## src/rtl/uart_pkg.sv

```systemverilog
// uart_pkg: shared types and constants for the configurable UART blocks.
//   tx_state_e  - transmitter FSM states
//   parity_e    - parity_mode encoding (2'b11 also means none)
//   DBITS_*     - data_bits encoding (5..8 data bits)
//   IDLE_LVL    - idle/mark level of the serial line
//   data_mask() - payload mask for a data_bits setting
package uart_pkg;

    typedef enum logic [2:0] {IDLE, START, DATA, PARITY, STOP} tx_state_e;

    typedef enum logic [1:0] {
        PAR_NONE = 2'b00,
        PAR_ODD  = 2'b01,
        PAR_EVEN = 2'b10
    } parity_e;

    localparam logic [1:0] DBITS_5 = 2'b00;
    localparam logic [1:0] DBITS_6 = 2'b01;
    localparam logic [1:0] DBITS_7 = 2'b10;
    localparam logic [1:0] DBITS_8 = 2'b11;

    localparam logic IDLE_LVL = 1'b1;

    function automatic logic [7:0] data_mask(input logic [1:0] bits);
        return (bits == DBITS_8) ? 8'hFF :
               (bits == DBITS_7) ? 8'h7F :
               (bits == DBITS_6) ? 8'h3F :
               (bits == DBITS_5) ? 8'h1F : 8'h1F;
    endfunction

endpackage

```

## src/rtl/uart_baud_gen.sv

```systemverilog
// uart_baud_gen: bit-period timer shared by the UART transmitter and receiver.
//   Clk, Rst_n - clock, asynchronous active-low reset
//   run        - count while a frame is in progress
//   restart    - hold the counter at zero (next bit starts fresh)
//   div        - bit period is div+1 clocks
//   bit_end    - high on the last clock of each bit period
module uart_baud_gen #(
    parameter int DIV_W = 16
) (
    input  logic             Clk,
    input  logic             Rst_n,
    input  logic             run,
    input  logic             restart,
    input  logic [DIV_W-1:0] div,
    output logic             bit_end
);

    logic [DIV_W-1:0] r_cnt;

    assign bit_end = run && !restart && (r_cnt == div);

    // Wrapping on bit_end makes every following bit start at zero.
    always_ff @(posedge Clk or negedge Rst_n) begin
        if (!Rst_n)
            r_cnt <= '0;
        else
            r_cnt <= (restart || bit_end) ? '0 : run ? r_cnt + DIV_W'(1) : r_cnt;
    end

endmodule

```

## src/rtl/uart_tx_cfg.sv

```systemverilog
// uart_tx_cfg: runtime-configurable UART transmitter with one-entry holding register.
//   Clk, Rst_n   - clock, asynchronous active-low reset
//   Send_en      - write strobe, taken only while Tx_Ready=1
//   data_byte    - payload (bits above the configured width ignored)
//   baud_div     - bit period = baud_div+1 clocks
//   data_bits    - 5..8 data bits; stop_bits - 1 or 2 stop bits
//   parity_mode  - none/odd/even; only honoured when UART_TX_PARITY_EN is defined
//   Rs232_Tx     - registered serial line; Tx_Done - last clock of final stop bit
//   uart_state   - busy; Tx_Ready - holding register empty
// Build option: define UART_TX_PARITY_EN to build the parity bit and PARITY state.
module uart_tx_cfg
    import uart_pkg::*;
#(
    parameter int DIV_W = 16
) (
    input  logic             Clk,
    input  logic             Rst_n,
    input  logic             Send_en,
    input  logic [7:0]       data_byte,
    input  logic [DIV_W-1:0] baud_div,
    input  logic [1:0]       data_bits,
    input  logic             stop_bits,
    input  logic [1:0]       parity_mode,
    output logic             Rs232_Tx,
    output logic             Tx_Done,
    output logic             uart_state,
    output logic             Tx_Ready
);

    tx_state_e        r_state, w_state_nxt;
    logic [7:0]       r_shift, w_shift_nxt, r_hold, w_load_data;
    logic             r_hold_v;
    logic [2:0]       r_bit_cnt;
    logic             r_stop_cnt, r_stop2;
    logic [1:0]       r_nbits;
    logic [DIV_W-1:0] r_div;
    logic             r_tx, w_tx_nxt;
    logic             w_bit_end, w_last_data, w_frame_end, w_load, w_hold_wr;
    logic             w_par_en, w_par_bit;

    uart_baud_gen #(.DIV_W(DIV_W)) u_baud (
        .Clk     (Clk),
        .Rst_n   (Rst_n),
        .run     (r_state != IDLE),
        .restart (r_state == IDLE),
        .div     (r_div),
        .bit_end (w_bit_end)
    );

    // Last data index is N-1 = data_bits+4, i.e. {1, data_bits}.
    assign w_last_data = r_bit_cnt == {1'b1, r_nbits};
    assign w_frame_end = (r_state == STOP) && w_bit_end && (r_stop_cnt == r_stop2);
    // A new frame enters the shifter from IDLE, or straight off the final stop bit
    // from the hold (or from a coincident strobe when the hold is empty).
    assign w_load      = ((r_state == IDLE) && Send_en) || (w_frame_end && (r_hold_v || Send_en));
    assign w_load_data = (r_hold_v ? r_hold : data_byte) & data_mask(data_bits);
    assign w_hold_wr   = Send_en && !r_hold_v && (r_state != IDLE) && !w_frame_end;
    assign w_shift_nxt = w_load ? w_load_data :
                         ((r_state == DATA) && w_bit_end) ? r_shift >> 1 : r_shift;

`ifdef UART_TX_PARITY_EN
    logic r_par_en, r_par_bit;

    // Payload is already masked, so the reduction covers only transmitted bits.
    always_ff @(posedge Clk or negedge Rst_n) begin
        if (!Rst_n) begin
            r_par_en  <= 1'b0;
            r_par_bit <= 1'b0;
        end else if (w_load) begin
            r_par_en  <= (parity_mode == PAR_ODD) || (parity_mode == PAR_EVEN);
            r_par_bit <= (^w_load_data) ^ (parity_mode == PAR_ODD);
        end
    end

    assign w_par_en  = r_par_en;
    assign w_par_bit = r_par_bit;
`else
    logic w_unused_par;

    assign w_unused_par = ^parity_mode;
    assign w_par_en     = 1'b0;
    assign w_par_bit    = 1'b0;
`endif

    always_ff @(posedge Clk or negedge Rst_n) begin
        if (!Rst_n)
            r_state <= IDLE;
        else
            r_state <= w_state_nxt;
    end

    always_comb begin
        w_state_nxt = r_state;
        case (r_state)
            IDLE:    w_state_nxt = Send_en ? START : IDLE;
            START:   w_state_nxt = w_bit_end ? DATA : START;
            DATA:    w_state_nxt = (w_bit_end && w_last_data) ? (w_par_en ? PARITY : STOP) : DATA;
            PARITY:  w_state_nxt = w_bit_end ? STOP : PARITY;
            STOP:    w_state_nxt = w_frame_end ? (w_load ? START : IDLE) : STOP;
            default: w_state_nxt = IDLE;
        endcase
    end

    // Line level is computed from the next state so the registered pin lines up with it.
    always_comb begin
        w_tx_nxt   = (w_state_nxt == START)  ? 1'b0 :
                     (w_state_nxt == DATA)   ? w_shift_nxt[0] :
                     (w_state_nxt == PARITY) ? w_par_bit : IDLE_LVL;
        Tx_Done    = w_frame_end;
        uart_state = r_state != IDLE;
        Tx_Ready   = !r_hold_v;
        Rs232_Tx   = r_tx;
    end

    always_ff @(posedge Clk or negedge Rst_n) begin
        if (!Rst_n) begin
            r_tx       <= IDLE_LVL;
            r_shift    <= '0;
            r_bit_cnt  <= '0;
            r_stop_cnt <= 1'b0;
            r_nbits    <= '0;
            r_stop2    <= 1'b0;
            r_div      <= '0;
            r_hold     <= '0;
            r_hold_v   <= 1'b0;
        end else begin
            r_tx    <= w_tx_nxt;
            r_shift <= w_shift_nxt;
            if (w_load) begin
                r_nbits    <= data_bits;
                r_stop2    <= stop_bits;
                r_div      <= baud_div;
                r_bit_cnt  <= '0;
                r_stop_cnt <= 1'b0;
            end else begin
                if ((r_state == DATA) && w_bit_end)
                    r_bit_cnt <= r_bit_cnt + 3'd1;
                if ((r_state == STOP) && w_bit_end)
                    r_stop_cnt <= 1'b1;
            end
            if (w_hold_wr) begin
                r_hold   <= data_byte;
                r_hold_v <= 1'b1;
            end else if (w_frame_end && r_hold_v) begin
                r_hold_v <= 1'b0;
            end
        end
    end

endmodule

```

## config.mk

```make
export PLATFORM = sky130hd
export DESIGN_NAME = uart_tx_cfg
export DESIGN_NICKNAME = d
export VERILOG_FILES = /design/src/rtl/uart_pkg.sv /design/src/rtl/uart_baud_gen.sv /design/src/rtl/uart_tx_cfg.sv
export SDC_FILE = /design/constraint.sdc
export NUM_CORES = 1
export LEC_CHECK = 0
export CORE_MARGIN = 2
export CORE_UTILIZATION = 30
export CTS_CLUSTER_DIAMETER = 60
export CTS_CLUSTER_SIZE = 40
export DETAILED_ROUTE_END_ITERATION = 16
export HOLD_SLACK_MARGIN = 0.15
export PLACE_DENSITY_LB_ADDON = 0.12
export SETUP_SLACK_MARGIN = 0.05
export SLEW_MARGIN = 15
export SYNTH_ARGS = -nofsm -noshare
export SYNTH_HDL_FRONTEND = slang
export SYNTH_SLANG_ARGS = --single-unit
```

## constraint.sdc

```tcl
create_clock -name Clk -period 3 [get_ports Clk]
set_input_delay 0.6 -clock Clk [delete_from_list [all_inputs] [get_ports Clk]]
set_output_delay 0.6 -clock Clk [all_outputs]
set_load 0.01 [all_outputs]
```

Word level (Yosys, flattened, before mapping). Index checks and enable logic that the tools add are counted.

Register bits after elaboration: 60. Output and inout bits: 4.

Add/subtract/negate cells: 2. Equality and inequality tests: 13. Mux-type cells: 24. Bitwise logic cells: 1. Reductions and logical operators: 24.

Operators by type and width (number): $mux 16 (2); $mux 8 (4); $add 16x1->16 const B (1); $eq 16x16->1 (1); $mux 3 (5); $pmux 3 s5 (1); $eq 3x2->1 const B (4); $logic_and 1x1->1 (12); $mux 1 (9); $and 8x8->8 (1); $reduce_bool 2->1 (4); $mux 7 (1); $eq 3x1->1 const B (2); $mux 6 (1); $eq 2x2->1 const B (2); $add 3x1->3 const B (1); $eq 3x3->1 (1); $eq 3x3->1 const B (1); $logic_not 1->1 (3); $logic_not 3->1 (1); $logic_or 1x1->1 (3); $reduce_bool 3->1 (1); $eq 2x1->1 const B (1); $mux 2 (1); $eq 1x1->1 (1).

Depth between registers and ports, before layout. Gate-level depths: netlist (run 1).

Depth in word-level cells: 15. Depth in mapped cells: 8. Gate-level depth less buffers: 7.

Modules after synthesis. Synthesis (run 1) repeated with hierarchy kept, for this count alone.

Cell total of the unflattened synthesis: 265. Area total of the unflattened synthesis: 3141.8 um^2.

Modules (own cells, without submodules): uart_tx_cfg (times used 1, cells an instance 158, area each 2063.2 um^2, sequential area each 1102.3 um^2); uart_baud_gen (times used 1, cells an instance 107, area each 1078.5 um^2, sequential area each 400.4 um^2).

Worst setup path after synthesis (run 1). No wires, ideal clock.

Path type: register to register. Start: register u_baud.r_cnt[2]. End: register r_hold[0]. Setup time: 0.125 ns. Data arrival time: 1.915 ns. Data required time: 2.875 ns. Slack: 0.960 ns. Cell stages (with the launch flop): 9. Cell sequence: dfrtp_1 > xnor2_1 > nand4_1 > nor4_2 > buf_6 > and3_4 > or3_1 > buf_6 > mux2_4.

Longest elaborated chain between the ends: 6.

Ends and longest elaborated chain: from (decl) (RTL line uart_baud_gen.sv:18) `logic [DIV_W-1:0] r_cnt;`; from (signal assigned) (RTL line uart_baud_gen.sv:27) `r_cnt <= (restart || bit_end) ? '0 : run ? r_cnt + DIV_W'(1) : r_cnt;`; $eq 16x16->1 (RTL line uart_baud_gen.sv:20) `assign bit_end = run && !restart && (r_cnt == div);`; $logic_and 1x1->1 (RTL line uart_baud_gen.sv:20); $logic_and 1x1->1 (2 in a row) (RTL line uart_tx_cfg.sv:52) `assign w_frame_end = (r_state == STOP) && w_bit_end && (r_stop_cnt == r_stop2);`; named net Tx_Done (RTL line uart_tx_cfg.sv:25) `output logic Tx_Done,`; $logic_not 1->1 (RTL line uart_tx_cfg.sv:57) `assign w_hold_wr = Send_en && !r_hold_v && (r_state != IDLE) && !w_frame_end;`; $logic_and 1x1->1 (RTL line uart_tx_cfg.sv:57); to (signal assigned) (RTL line uart_tx_cfg.sv:142) `r_hold <= data_byte;`; to (decl) (RTL line uart_tx_cfg.sv:31) `logic [7:0] r_shift, w_shift_nxt, r_hold, w_load_data;`.

The timed path passes the listed nets, and every way through them passes these cells. A chain may end at the register's enable or synchronous reset.

Worst setup path after layout (run 1).
Start: register r_div[15]. End: output Tx_Done.

Longest elaborated chain between the ends: 4.

Ends and longest elaborated chain: from (decl) (RTL line uart_tx_cfg.sv:36) `logic [DIV_W-1:0] r_div;`; from (signal assigned) (RTL line uart_tx_cfg.sv:132) `r_div <= baud_div;`; $eq 16x16->1 (RTL line uart_baud_gen.sv:20); $logic_and 1x1->1 (RTL line uart_baud_gen.sv:20); $logic_and 1x1->1 (2 in a row) (RTL line uart_tx_cfg.sv:52); to (decl) (RTL line uart_tx_cfg.sv:25).

Every way passes these cells.

==> flow_summary.ini, run 1 <==
[detailed_routing]
wl_per_cell_um = 13.8
vias = 1850
wl_um = 5750
via_per_inst = 4.44
drtAntennaViolNets = 0
drt_iter0_drc = 90
drcViolationCount = 0
drtPass1Iterations = 4

[timing]
post-route-period-util_pct = 94.9
fin_tns_setup_ns = 0
rsz0062_at_grt = no
fin_crit_ns = 2.85
max_freq_mhz = 351
setup-violations-final = 0
maxSlewViolCount = 0
fin_skew_ns = 0.0113
holdWs_ns = 0.285
max-slew-margin-rel_pct = 57.2
worst_slew_pin_slew_ns = 0.641
hold_viol_final = 0

[clock_network]
cts_made_buffers = 9
cts_tree = done
cts_root_buffer = clkbuf_8
hold_buffers = 0
cts_max_level = 3
post_cts_buffers = 0
clockBufferDepth = 2
numClockSinks = 60
clk_latency_ns = 0.34
path_clk_slew_ns = 0.07

[setup_path]
cpPeakStageDelay_ns = 0.54
crit_fanout = 3
crit_slowest_cell = clkdlybuf4s50_1
start_kind = flip-flop
worstSetupEndpointType = primary output
critPathArrivalTime_ns = 2.25
crit_chain = xnor2_1 > nand4_1 > nor4_4 > and3_4 > clkdlybuf4s50_1
path_class = reg -> out
worst_ep_required_time_ns = 2.40

[placement]
portBuffers = 33
placed_cell_area_um2 = 3350
dpl.hpwl_um = 4180
place_congestion = 0.755

[global_route]
antenna_found_initial = 0
grt_max_degree = 36
first_global_vias = 1941
grt_pass1_wl_um = 9770
grt_overflow = 0
grt_usage_pct = 12.5

[layout]
final_cell_mix = dfrtp_1, clkdlybuf4s50_1, xnor2_1, nor2_1, mux2_2
final_nets = 317
area_growth_syn_to_layout_pct = 25.0
final_area_um2 = 3590
drive_above_1_share_pct = 21.9
fillCellCount = 933
diodes = 0
layout_commonest_cell = dfrtp_1

[power_and_ir_drop]
combPwrFrac_pct = 3.8
pwr-share-seq_pct = 50.1
p_switching_mw = 0.343
power.density_nw_per_um2 = 450
power.leakage_nw = 1.59
ir_drop_mv = 0.175
netSwitchingFraction_pct = 21.2
pwr-share-clk_pct = 46.1
power.internal_mw = 1.27

[synth]
ys_seq_area_share_pct = 52.3
synth_warnings = 0
synth_seq_cells = 60
ys_types = 36
avgSynthCellArea_um2 = 11.8
syn_nets = 278
syn_area_um2 = 2870
postSynthCellCount = 244

[run]
drv_cap = 0

[floorplanning]
num_rows = 35
die_h_um = 102
start_util_pct = 30.9
die_area_um2 = 10400
core_area_um2 = 9280
fp.dieW_um = 102
io-pin-count = 36

[min_path]
hold_path_class = in -> async

[status]
outcome = completed
==> power groups by stage <==
| stage | Clock (mW) | Combinational [mW] | Sequential [mW] |
|---|---|---|---|
| 2_1_floorplan | 0 | 0.00172 | 0.824 |
| 5_1_grt | 0.809 | 0.0679 | 0.808 |
| 4_1_cts | 0.762 | 0.0638 | 0.809 |
| 6_report | 0.745 | 0.0607 | 0.809 |
| 3_5_place_dp | 0 | 0.0633 | 0.824 |
| 3_3_place_gp | 0 | 0.0629 | 0.824 |
==> cell type report <==
type	count	area [um^2]	share of cell area, %
timing repair buffer	38	375	10.5
inverter	6	22.5	0.627
sequential	60	1510	41.9
clock buffer	12	155	4.32
multi-input combinational	168	1320	36.8
tap	129	161	4.50
clock inverter	4	47.5	1.32
==> layer usage <==
layer	part of all wire, %	global-route usage [%]	vias to the layer above
met5	0	0	-
met4	2.5	6.15	0
met3	3.0	2.53	11
met2	41	16.8	28
met1	53	18.8	892
li1	-	-	919
==> registers in the layout, summed over array words and instances (netlist names) <==
signal,flops
r_div,16
r_stop2,1
r_state,3
Rs232_Tx,1
r_nbits,2
r_shift,8
r_hold_v,1
r_hold,8
u_baud.r_cnt,16
r_stop_cnt,1
r_bit_cnt,3
==> cell usage after synthesis (all sizes together) <==
cell / instances / area [um^2]
a211oi: 2 / 15.0
a21boi: 1 / 7.51
a21oi: 4 / 20.0
a221o: 4 / 40.0
a22oi: 1 / 21.3
a31o: 1 / 8.76
a31oi: 3 / 18.8
a41oi: 1 / 8.76
and2: 4 / 25.0
and3: 9 / 62.6
buf: 4 / 32.5
clkbuf: 6 / 22.5
dfrtp: 59 / 1480
dfstp: 1 / 26.3
ha: 2 / 25.0
inv: 6 / 22.5
mux2: 29 / 357
mux2i: 6 / 60.1
nand2: 11 / 41.3
nand2b: 1 / 6.26
nand3: 6 / 35.0
nand4: 8 / 50.1
nor2: 26 / 97.6
nor2b: 4 / 25.0
nor3: 3 / 15.0
nor4: 1 / 12.5
o21ai: 4 / 20.0
or2: 1 / 6.26
or3: 1 / 6.26
xnor2: 29 / 254
xor2: 6 / 52.6
==> what timing repair did <==
action                     CTS  global route
pin swaps                    0             3
gates resized for setup      1             5
setup endpoints to repair    1             1
==> through the flow <==
stage                     setup slack (ns)  cells  utilization [%]  power [mW]
after floorplan                      0.960    244                -       0.826
after global placement               0.416    401             36.1       0.887
final                                0.152    417             38.7        1.61
after detailed placement             0.401    401             36.1       0.887
after CTS                           0.0727    417             38.4        1.63
after global routing                0.0536    417             38.7        1.69
==> cell families (layout without fill, tap and decap cells) <==
family / count (synthesis) / after routing / synth area share [%]
flops: 60 / 60 / 52.3
simple gates: 75 / 75 / 13.3
buf+inv: 16 / 60 / 2.70
xor+xnor: 35 / 35 / 10.7
mux: 35 / 35 / 14.5
compound gates: 21 / 21 / 5.58
fa+ha+maj: 2 / 2 / 0.871
==> final timing paths <==
check	from	end	slack (ns)	cells after the start
max	r_div[15]	Tx_Done	0.15	5
max in group asynchronous	Rst_n	Rs232_Tx	2.05	2
min in group Clk	r_shift[2]	r_shift[1]	0.51	1
max reg2reg	r_div[15]	r_hold[4]	0.71	6
min	Rst_n	r_shift[6]	0.29	1
min reg2reg	r_shift[2]	r_shift[1]	0.51	1
==> critical path, delay by kind of cell, from the launching register on <==
kind,cells,cell delay (ns)
buffers and inverters,1,0.54
XOR/XNOR,1,0.23
AND/OR/NAND/NOR,3,0.76
flip-flops,1,0.39
No activity file was read; power rests on OpenSTA's default activity.
==> run 2: changes to the inputs <==
- RECOVER_POWER: unset -> 100
==> run 2 against run 1 <==
Effect of this change: flip-flop and latch count did not move; non-clock buffer count did not move; register-to-register slack worse by 0.30 ns; wire length is 0.10% lower; largest cell class unchanged; power down 0.19%; hold slack better by 0.21 ns; utilization shrank 0.77 points; worst setup slack better by 0.0092 ns; critical path depth unchanged; clock power about the same; largest power group unchanged; combinational power decreased by 5.9%.
==> flow_summary.ini, run 2 (same netlist as run 1, synthesis figures left out) <==
[floorplanning]
fp.dieW_um = 102
die_area_um2 = 10400
die_h_um = 102
io-pin-count = 36
num_rows = 35
start_util_pct = 30.9
core_area_um2 = 9280

[layout]
layout_commonest_cell = dfrtp_1
final_cell_mix = dfrtp_1, clkdlybuf4s50_1, xnor2_1, nor2_1, mux2_2
fillCellCount = 941
instances_no_fill = 417
diodes = 0
area_growth_syn_to_layout_pct = 22.5
drive_above_1_share_pct = 17.0
final_area_um2 = 3520
reg_top3 = r_div x16, u_baud.r_cnt x16
final_nets = 317
final-seq-area_um2 = 1500
multi_input_area_um2 = 1280

[global_route]
grt_pass1_wl_um = 9770
first_global_vias = 1941
grt_usage_pct = 12.5
grt_max_degree = 36
antenna_found_initial = 0
grt_overflow = 0

[clock_network]
clockBufferDepth = 2
path_clk_slew_ns = 0.07
cts_root_buffer = clkbuf_8
numClockSinks = 60
cts_max_level = 3
hold_buffers = 0
post_cts_buffers = 0
clk_latency_ns = 0.34
cts_made_buffers = 9
cts_tree = done

[detailed_routing]
drtPass1Iterations = 4
vias = 1866
via_per_inst = 4.47
wl_per_cell_um = 13.8
drtAntennaViolNets = 0
drt_iter0_drc = 94
wl_um = 5750
drcViolationCount = 0

[placement]
place_congestion = 0.755
dpl_worst_slack_ns = 0.401
portBuffers = 33
dpl.hpwl_um = 4180
placed_cell_area_um2 = 3350
dp.cells = 401

[power_and_ir_drop]
ir_drop_mv = 0.175
power.leakage_nw = 1.55
power.density_nw_per_um2 = 458
p_total_mw = 1.61

[min_path]
hold_depth = 1
hold_path_startpoint = r_hold[7]
whs_endpoint = r_hold[7]
hold_path_class = reg -> reg

[setup_path]
critPathArrivalTime_ns = 2.24
r2r-start = r_div[15]
start_kind = flip-flop
worst_ep_required_time_ns = 2.40
worstSetupEndpointType = primary output
crit_slowest_cell = clkdlybuf4s50_1
r2r_end = r_div[10]
crit_chain = xnor2_1 > nand4_1 > nor4_4 > and3_4 > clkdlybuf4s50_1
path_class = reg -> out
crit_fanout = 3
cpPeakStageDelay_ns = 0.54
rr_worst_depth = 7
rrSetupSlack_ns = 0.41

[timing]
setup-violations-final = 0
maxSlewViolCount = 0
post-route-period-util_pct = 94.6
hold_viol_final = 0
setup_ws_ns = 0.161
fin_tns_setup_ns = 0
worst_slew_pin_slew_ns = 1.46
max-slew-margin-rel_pct = 2.80
fin_crit_ns = 2.84
fin_skew_ns = 0.0111
max_freq_mhz = 352
rsz0062_at_grt = no

[status]
outcome = completed

[run]
drv_cap = 0
==> run 2: layer usage <==
| metal | global-route usage [%] | wire (um) |
|---|---|---|
| met1 | 18.8 | 3030 |
| met2 | 16.8 | 2400 |
| met3 | 2.53 | 173 |
| met4 | 6.15 | 141 |
| met5 | 0 | 0 |
==> run 2: cell type report <==
cell class / instances / area share [%]
clock inverters: 4 / 1.35
well taps: 129 / 4.59
repair buffers: 38 / 9.82
flip-flops and latches: 60 / 42.7
inverters: 6 / 0.640
clock buffers: 12 / 4.41
multi-input cells: 168 / 36.5
==> run 2: timing repair <==
| action | 4_1_cts | 5_1_grt |
|---|---|---|
| hold endpoints to repair | 0 | 0 |
| endpoints found under the setup margin | 1 | 1 |
| pin swaps | 0 | 3 |
| gates cloned | 0 | 0 |
| resized for setup | 1 | 5 |
==> run 2: where the power goes <==
group / switching (mW) / total [mW] / internal [mW]
clock network: 0.319 / 0.745 / 0.426
logic: 0.0237 / 0.0571 / 0.0333
registers: 0 / 0.809 / 0.809
total: 0.342 / 1.61 / 1.27
==> run 2: how the worst max path moves through the flow <==
stage,start,end,slack [ns],cells after the start
after CTS,u_baud.r_cnt[10],Tx_Done,0.07,5
after global placement,u_baud.r_cnt[10],Tx_Done,0.42,5
after detailed placement,u_baud.r_cnt[10],Tx_Done,0.40,5
final,r_div[15],Tx_Done,0.16,5
after global routing,u_baud.r_cnt[6],Tx_Done,0.05,5
after floorplan,u_baud.r_cnt[2],r_hold[0],0.96,8
==> run 2: per-stage QoR <==
stage,utilization (%),hold slack (ns)
after global routing,37.9,0.513
after global placement,36.1,0.485
after CTS,38.4,0.300
after floorplan,-,0.304
after detailed placement,36.1,0.491
final,37.9,0.497
==> run 2: worst max-delay path, delay by kind of cell, from the launching register on <==
kind,cells,cell delay [ns]
flops,1,0.39
buf+inv,1,0.54
simple gates,3,0.74
xor+xnor,1,0.23
